==> src/rtl/y_controller.sv <==
// ---------------------------------------------------------------------------
// y_controller
//
// Sequences the control codes for a Y register that sits behind an ALU.
// A command (opcode + amount) is accepted with a start strobe while the
// controller is idle or just finishing. The controller then spends one or
// more EXEC cycles driving the Y-register control code. It ends with a
// single DONE cycle that pulses done, and also err for an illegal opcode.
// Every output is a flop, so nothing on the input side reaches an output
// without first passing through a clock edge.
//
// Ports
//   clk      : single clock, all state updates on its rising edge
//   rst_n    : synchronous active-low reset
//   start    : command strobe, only looked at in IDLE or DONE
//   opcode   : 3-bit command, captured together with start
//   amount   : 2-bit shift operand, shift count = amount + 1
//   Ty       : Y-register control code (HOLD/LOAD/SHIFTR/SHIFTL/RESET)
//   sel_ula  : ALU operation select for the Y-register load path
//   busy     : high in every EXEC cycle
//   done     : one-cycle completion pulse
//   err      : high together with done when the opcode was illegal
// ---------------------------------------------------------------------------
module y_controller (
    input  logic       clk,
    input  logic       rst_n,
    input  logic       start,
    input  logic [2:0] opcode,
    input  logic [1:0] amount,
    output logic [2:0] Ty,
    output logic [2:0] sel_ula,
    output logic       busy,
    output logic       done,
    output logic       err
);

    // Y-register control codes
    localparam logic [2:0] HOLD   = 3'b000;
    localparam logic [2:0] LOAD   = 3'b001;
    localparam logic [2:0] SHIFTR = 3'b010;
    localparam logic [2:0] SHIFTL = 3'b011;
    localparam logic [2:0] RESET  = 3'b100;

    // Command opcodes
    localparam logic [2:0] OP_NOP     = 3'b000;
    localparam logic [2:0] OP_LOADADD = 3'b001;
    localparam logic [2:0] OP_LOADSUB = 3'b010;
    localparam logic [2:0] OP_SHR     = 3'b011;
    localparam logic [2:0] OP_SHL     = 3'b100;
    localparam logic [2:0] OP_CLR     = 3'b101;

    // ALU selects used by the two load commands
    localparam logic [2:0] ALU_ADD = 3'b000;
    localparam logic [2:0] ALU_SUB = 3'b001;

    typedef enum logic [1:0] {
        IDLE = 2'b00,
        EXEC = 2'b01,
        DONE = 2'b10
    } state_t;

    state_t     state_q, state_d;
    logic [1:0] cnt_q, cnt_d;
    logic [2:0] op_q, op_d;
    logic [1:0] amt_q, amt_d;
    logic [2:0] ty_d;
    logic [2:0] sel_d;
    logic       busy_d;
    logic       done_d;
    logic       err_d;

    // Only the two shift commands run for more than one EXEC cycle.
    function automatic logic is_shift(input logic [2:0] op);
        return (op == OP_SHR) || (op == OP_SHL);
    endfunction

    // Opcodes 110 and 111 have no meaning. They still run one quiet EXEC
    // cycle so that completion timing looks the same as for a NOP.
    function automatic logic is_illegal(input logic [2:0] op);
        return op[2] & op[1];
    endfunction

    // Control code that an opcode drives during each of its EXEC cycles.
    // NOP and the illegal opcodes leave Y untouched.
    function automatic logic [2:0] ty_code(input logic [2:0] op);
        logic [2:0] code;
        code = HOLD;
        case (op)
            OP_LOADADD,
            OP_LOADSUB: code = LOAD;
            OP_SHR:     code = SHIFTR;
            OP_SHL:     code = SHIFTL;
            OP_CLR:     code = RESET;
            default:    code = HOLD;
        endcase
        return code;
    endfunction

    // Next-state and next-output logic. The outputs are computed for the
    // state being entered and are then registered together with it. As a
    // result, the first EXEC code is visible in the cycle right after start
    // is sampled. A start seen in DONE behaves exactly like one seen in IDLE,
    // which lets commands run back to back with no gap. cnt holds the number
    // of EXEC cycles still to come after the current one.
    always_comb begin
        state_d = state_q;
        cnt_d   = cnt_q;
        op_d    = op_q;
        amt_d   = amt_q;
        ty_d    = HOLD;
        sel_d   = sel_ula;
        busy_d  = 1'b0;
        done_d  = 1'b0;
        err_d   = 1'b0;

        case (state_q)
            IDLE, DONE: begin
                if (start) begin
                    state_d = EXEC;
                    op_d    = opcode;
                    amt_d   = amount;
                    cnt_d   = is_shift(opcode) ? amount : 2'd0;
                    ty_d    = ty_code(opcode);
                    busy_d  = 1'b1;
                    if (opcode == OP_LOADADD) begin
                        sel_d = ALU_ADD;
                    end else if (opcode == OP_LOADSUB) begin
                        sel_d = ALU_SUB;
                    end
                end else begin
                    state_d = IDLE;
                end
            end
            EXEC: begin
                if (cnt_q != 2'd0) begin
                    cnt_d  = cnt_q - 2'd1;
                    ty_d   = ty_code(op_q);
                    busy_d = 1'b1;
                end else begin
                    state_d = DONE;
                    done_d  = 1'b1;
                    err_d   = is_illegal(op_q);
                end
            end
            default: begin
                state_d = IDLE;
            end
        endcase
    end

    // State and output registers. Reset is sampled on the clock edge only.
    // Reset wins over start, and it also cuts short a command that is in
    // flight, without producing a done pulse.
    always_ff @(posedge clk) begin
        if (!rst_n) begin
            state_q <= IDLE;
            cnt_q   <= 2'd0;
            op_q    <= OP_NOP;
            amt_q   <= 2'd0;
            Ty      <= HOLD;
            sel_ula <= ALU_ADD;
            busy    <= 1'b0;
            done    <= 1'b0;
            err     <= 1'b0;
        end else begin
            state_q <= state_d;
            cnt_q   <= cnt_d;
            op_q    <= op_d;
            amt_q   <= amt_d;
            Ty      <= ty_d;
            sel_ula <= sel_d;
            busy    <= busy_d;
            done    <= done_d;
            err     <= err_d;
        end
    end

    // The remaining-cycle count can never exceed the operand it was loaded
    // from. If it does, the counter has been corrupted.
    cnt_bound_a: assert property (@(posedge clk) disable iff (!rst_n)
        (state_q == EXEC) |-> (cnt_q <= amt_q));

endmodule

==> config.mk <==
export PLATFORM = sky130hd
export DESIGN_NAME = y_controller
export DESIGN_NICKNAME = d
export VERILOG_FILES = /design/src/rtl/y_controller.sv
export SDC_FILE = /design/constraint.sdc
export NUM_CORES = 1
export LEC_CHECK = 0
export ABC_AREA = 1
export CAP_MARGIN = 15
export CORE_UTILIZATION = 48
export CTS_BUF_LIST = sky130_fd_sc_hd__clkbuf_8 sky130_fd_sc_hd__clkbuf_16
export DETAILED_ROUTE_END_ITERATION = 12
export HOLD_SLACK_MARGIN = 0.1
export MAX_ROUTING_LAYER = met4
export PLACE_DENSITY = 0.78
export SYNTH_ARGS = -nofsm -noshare
export SYNTH_HDL_FRONTEND = slang
export SYNTH_SLANG_ARGS = --single-unit
==> constraint.sdc <==
create_clock -name clk -period 2.7 [get_ports clk]
set_input_delay 0.27 -clock clk [delete_from_list [all_inputs] [get_ports clk]]
set_output_delay 0.27 -clock clk [all_outputs]
set_load 0.05 [all_outputs]
=== Word level (Yosys, flattened, before mapping) ===
Index checks and enable logic that the tools add are counted.

* Add/subtract/negate cells: 1
* Equal/unequal tests: 15
* Muxes and demuxes: 18
* Bitwise operators: 3
* Reduce and logical (&&, ||, !) cells: 13

{| class="wikitable"
|+ Operator list
! kind !! count
|-
| $pmux W3 S4 || 2
|-
| $eq A3 B2 Y1 const B || 4
|-
| $eq A3 B3 Y1 const B || 4
|-
| $mux W3 || 4
|-
| $mux W2 || 4
|-
| $pmux W2 S2 || 2
|-
| $eq A3 B1 Y1 const B || 2
|-
| $ne A2 B2 Y1 const B || 3
|-
| $pmux W3 S2 || 1
|-
| $reduce_and A3 Y1 || 2
|-
| $reduce_bool A2 Y1 || 3
|-
| $reduce_or A2 Y1 || 3
|-
| $mux W1 || 4
|-
| $reduce_and A2 Y1 || 2
|-
| $reduce_or A3 Y1 || 1
|-
| $eq A2 B1 Y1 const B || 1
|-
| $eq A2 B2 Y1 const B || 1
|-
| $logic_not A2 Y1 || 1
|-
| $not A1 Y1 || 2
|-
| $pmux W1 S2 || 1
|-
| $sub A2 B1 Y2 const B || 1
|-
| $and A1 B1 Y1 || 1
|-
| $logic_or A1 B1 Y1 || 1
|}

* Register bits after elaboration: 16
* Input port bits: 8
* Output and inout port bits: 9
* Word-level logic and storage cells: 58

=== Logic depth before layout (Yosys ltp) ===
* Depth after elaboration: 5
* Depth in mapped cells: 7
* Mapped depth without buffers: 7

=== Worst setup path after synthesis ===
Ideal clock, no wire load.

* Path kind: flip-flop to flip-flop
* Start point: reg cnt_q[0]
* End point: reg Ty[0]
* Setup time: 0.070 ns
* Data arrival time: 1.023 ns
* Required time: 2.630 ns
* Path slack: 1.608 ns
* Cell stages (with the launch flop): 8
* Path buffers: 0
* Clock period less this slack: 1.092 ns
* Cells stage by stage: dfxtp_1 inv_1 ha_1 inv_1 nand3_4 nor2_1 nand2_1 a21oi_1

* Longest elaborated chain between the ends: 3

{| class="wikitable"
|+ Ends and longest elaborated chain
! what !! RTL line !! text
|-
| start, declared || 63 || <nowiki>logic [1:0] cnt_q, cnt_d;</nowiki>
|-
| start signal, assigned || 167 || <nowiki>cnt_q <= cnt_d;</nowiki>
|-
| $reduce_bool A2 Y1 || 135 || <nowiki>if (cnt_q != 2'd0) begin</nowiki>
|-
| $mux W3 || 135 ||
|-
| $pmux W3 S2 || 116 || <nowiki>case (state_q)</nowiki>
|-
| end signal, assigned || 170 || <nowiki>Ty <= ty_d;</nowiki>
|-
| end, declared || 30 || <nowiki>output logic [2:0] Ty,</nowiki>
|}

No other way between the ends.
A chain may end at the register's enable or synchronous reset.

=== Worst setup path after layout ===
* Start point: reg sel_ula[0]
* End point: out sel_ula[0]

{| class="wikitable"
|+ RTL lines
! what !! RTL line !! text
|-
| start, declared || 31 || <nowiki>output logic [2:0] sel_ula,</nowiki>
|-
| start signal, assigned || 171 || <nowiki>sel_ula <= sel_d;</nowiki>
|}

No word-level cell between the ends.

==> impl_metrics.env <==
export IMPL_grt_use_met2_pct=26.2
export IMPL_arrival_ps=1360
export IMPL_grt_usage_pct=20.2
export IMPL_r2r_cells=7
export IMPL_slowest_delay_ps=800
export IMPL_hold_violations=0
export IMPL_dieWidth_microns=40.3
export IMPL_grt_pass1_wl_microns=2030
export IMPL_crit_path_start_kind="flip-flop"
export IMPL_gr_usage_met3_pct=3.33
export IMPL_grt_pass1_vias=493
export IMPL_cts_tree="done"
export IMPL_timing_hold_ws_ps=489
export IMPL_slew_viol_final=0
export IMPL_synth_top_cell_area_share_pct=39.7
export IMPL_ys_ff_latch=14
export IMPL_syn_area_per_cell_sq_um=7.35
export IMPL_min_period_ps=1630
export IMPL_setup_viol=0
export IMPL_post_route_period_util_pct=60.4
export IMPL_cp_num_buf_inv=1
export IMPL_syn_area_sq_um=706
export IMPL_worstHoldStart="sel_ula[0]"
export IMPL_finalWirelength_microns=1280
export IMPL_dpl_cell_area_sq_um=838
export IMPL_cts_buffer_depth=2
export IMPL_hold_path_end="sel_ula[0]"
export IMPL_synth_area_top_cells="dfxtp_1 40%, inv_1 9.6%, nand2_1 9.6%, a21oi_2 6.2%, nor2_1 5.9%"
export IMPL_finalClockSkew_ps=5.26
export IMPL_r2r_end="Ty[2]"
export IMPL_ctsHoldBuffers=0
export IMPL_n_antenna_cell=0
export IMPL_fin_area_sq_um=893
export IMPL_crit_path_end_kind="output port"
export IMPL_powerDensity_nw_per_um2=608
export IMPL_num_vias=625
export IMPL_critPathRequiredTime_ps=2430
export IMPL_core_area_sq_um=1330
export IMPL_drt_first_pass_iters=4
export IMPL_fin_tns_setup_ps=0
export IMPL_outcome="finished, final reports clean"
export IMPL_port_buffers=14
export IMPL_use_met1_pct=28.6
export IMPL_reg2reg_from="cnt_q[0]"
export IMPL_fin_nets=122
export IMPL_clock_sinks=14
export IMPL_post_drt_wl_per_cell_microns=10.1
export IMPL_max_freq_ghz=0.614
export IMPL_layout_drive_gt1_share_pct=14.3
export IMPL_synthCells=96
export IMPL_clk_latency_ps=250
export IMPL_h_tree_depth=1
export IMPL_num_rows=13
export IMPL_gp_congestion=0.780
export IMPL_grt_ovfl_total=0
export IMPL_holdPathStages=2
export IMPL_cp_max_fo=2
export IMPL_ant_nets=0
export IMPL_tightest_slew_ps=498
export IMPL_synth_common_cells="18 x inv_1, 18 x nand2_1, 14 x dfxtp_1, 11 x nor2_1"
export IMPL_cts_root_buf="clkbuf_8"
export IMPL_r2r_slack_ps=1490
export IMPL_synth_warnings=0
export IMPL_die_area_sq_um=1630
export IMPL_initial_core_util_pct=52.9
export IMPL_timing_slew_headroom_pct=66.7
export IMPL_power_leakage_nw=0.419
export IMPL_hpwlAfterDp_microns=989
export IMPL_async_flop_share_pct=0
export IMPL_cts_buffers=3
export IMPL_critPathSlowestCell="clkdlybuf4s50_1"
export IMPL_ys_seq_area_share_pct=39.7
export IMPL_drc=0
export IMPL_num_io_pins=17
export IMPL_synth_edf_count=0
export IMPL_drt_first_iter_violations=17
export IMPL_hp_class="flip-flop to flip-flop"
export IMPL_cts_resized_gates=0
export IMPL_synth_top_cell_by_area="dfxtp_1"
export IMPL_ys_flop_type="dfxtp_1"
export IMPL_criticalPathCategory="flip-flop to output port"
export IMPL_path_clk_slew_ps=60
export IMPL_die_y_microns=40.3
export IMPL_rsz0062_at_grt="no"
export IMPL_vias_per_cell=4.92
export IMPL_max_cap_violations=0
export IMPL_synth_cell_types=21
export IMPL_post_cts_buffers=0
export IMPL_top_usage_layer="met1"
export IMPL_area_growth_pct=26.6
export IMPL_vdd_ir_drop_max_v=0.000379
export IMPL_cp_cell_sequence="clkdlybuf4s50_1"
export IMPL_crit_family="buffers and inverters"
export IMPL_antenna_found_initial=0
export IMPL_grt_max_degree=14
area by class of cell:
type                            instances  area [sq um]
Clock buffer                            4          55.1
Timing Repair Buffer                   14           140
Fill cell                             120           440
Sequential cell                        14           280
Multi-Input combinational cell         60           324
Tap cell                               15          18.8
Inverter                               20          75.1
cell families after synthesis:
group           after synthesis  synth area share (%)
flops                        14                  39.7
compound gates               15                  14.2
buf+inv                      23                  14.9
fa+ha+maj                     1                  1.77
simple gates                 42                  28.9
other cells                   1                 0.531
power breakdown:
part | leakage (nW) | internal, mW | switching [mW]
Clock | 0.0288 | 0.129 | 0.0752
Combinational | 0.275 | 0.0396 | 0.0733
Sequential | 0.115 | 0.220 | 0.00633
Total | 0.419 | 0.389 | 0.155
cell usage in the layout (no fill, tap or decap), types with 2 or more instances in the layout:
| cell | Yosys | layout |
|---|---|---|
| clkbuf_8 | 0 | 4 |
| a21oi_1 | 7 | 7 |
| conb_1 | 1 | 2 |
| dfxtp_1 | 14 | 14 |
| clkdlybuf4s50_1 | 0 | 14 |
| inv_2 | 2 | 2 |
| a21oi_2 | 5 | 5 |
| nand2_1 | 18 | 18 |
| inv_1 | 18 | 18 |
| nand3_1 | 7 | 7 |
| nor2_1 | 11 | 11 |
state kept, by name, indices dropped and copies added (netlist names):
| name | count |
|---|---|
| sel_ula | 1 |
| cnt_q | 2 |
| err | 1 |
| Ty | 3 |
| done | 1 |
| state_q | 2 |
| busy | 1 |
| op_q | 3 |
how the worst max path moves through the flow:
| stage | startpoint | endpoint | slack, ps | cells after the start |
|---|---|---|---|---|
| floorplan | cnt_q[0] | Ty[0] | 1610 | 7 |
| global placement | rst_n | op_q[0] | 1280 | 3 |
| detailed placement | rst_n | op_q[0] | 1280 | 3 |
| CTS | sel_ula[0] | sel_ula[0] | 1070 | 1 |
| global route | sel_ula[0] | sel_ula[0] | 1040 | 1 |
| finish | sel_ula[0] | sel_ula[0] | 1070 | 1 |
per-stage QoR:
stage | cells | power (mW) | setup WS, ps | utilization [%]
after CTS | 127 | 0.548 | 1070 | 67.0
after detailed placement | 123 | 0.344 | 1280 | 62.9
final | 127 | 0.543 | 1070 | 67.0
after global placement | 123 | 0.341 | 1280 | 62.9
after global routing | 127 | 0.571 | 1040 | 67.0
after floorplan | 97 | 0.316 | 1610 | -
routing by layer:
metal  vias up  part of all wire (%)
met2        20                    44
li1        326                     -
met1       275                    49
met5         -                     0
met4         0                   2.4
met3         4                   4.2
Note: power is estimated with default switching activity, not from simulation.
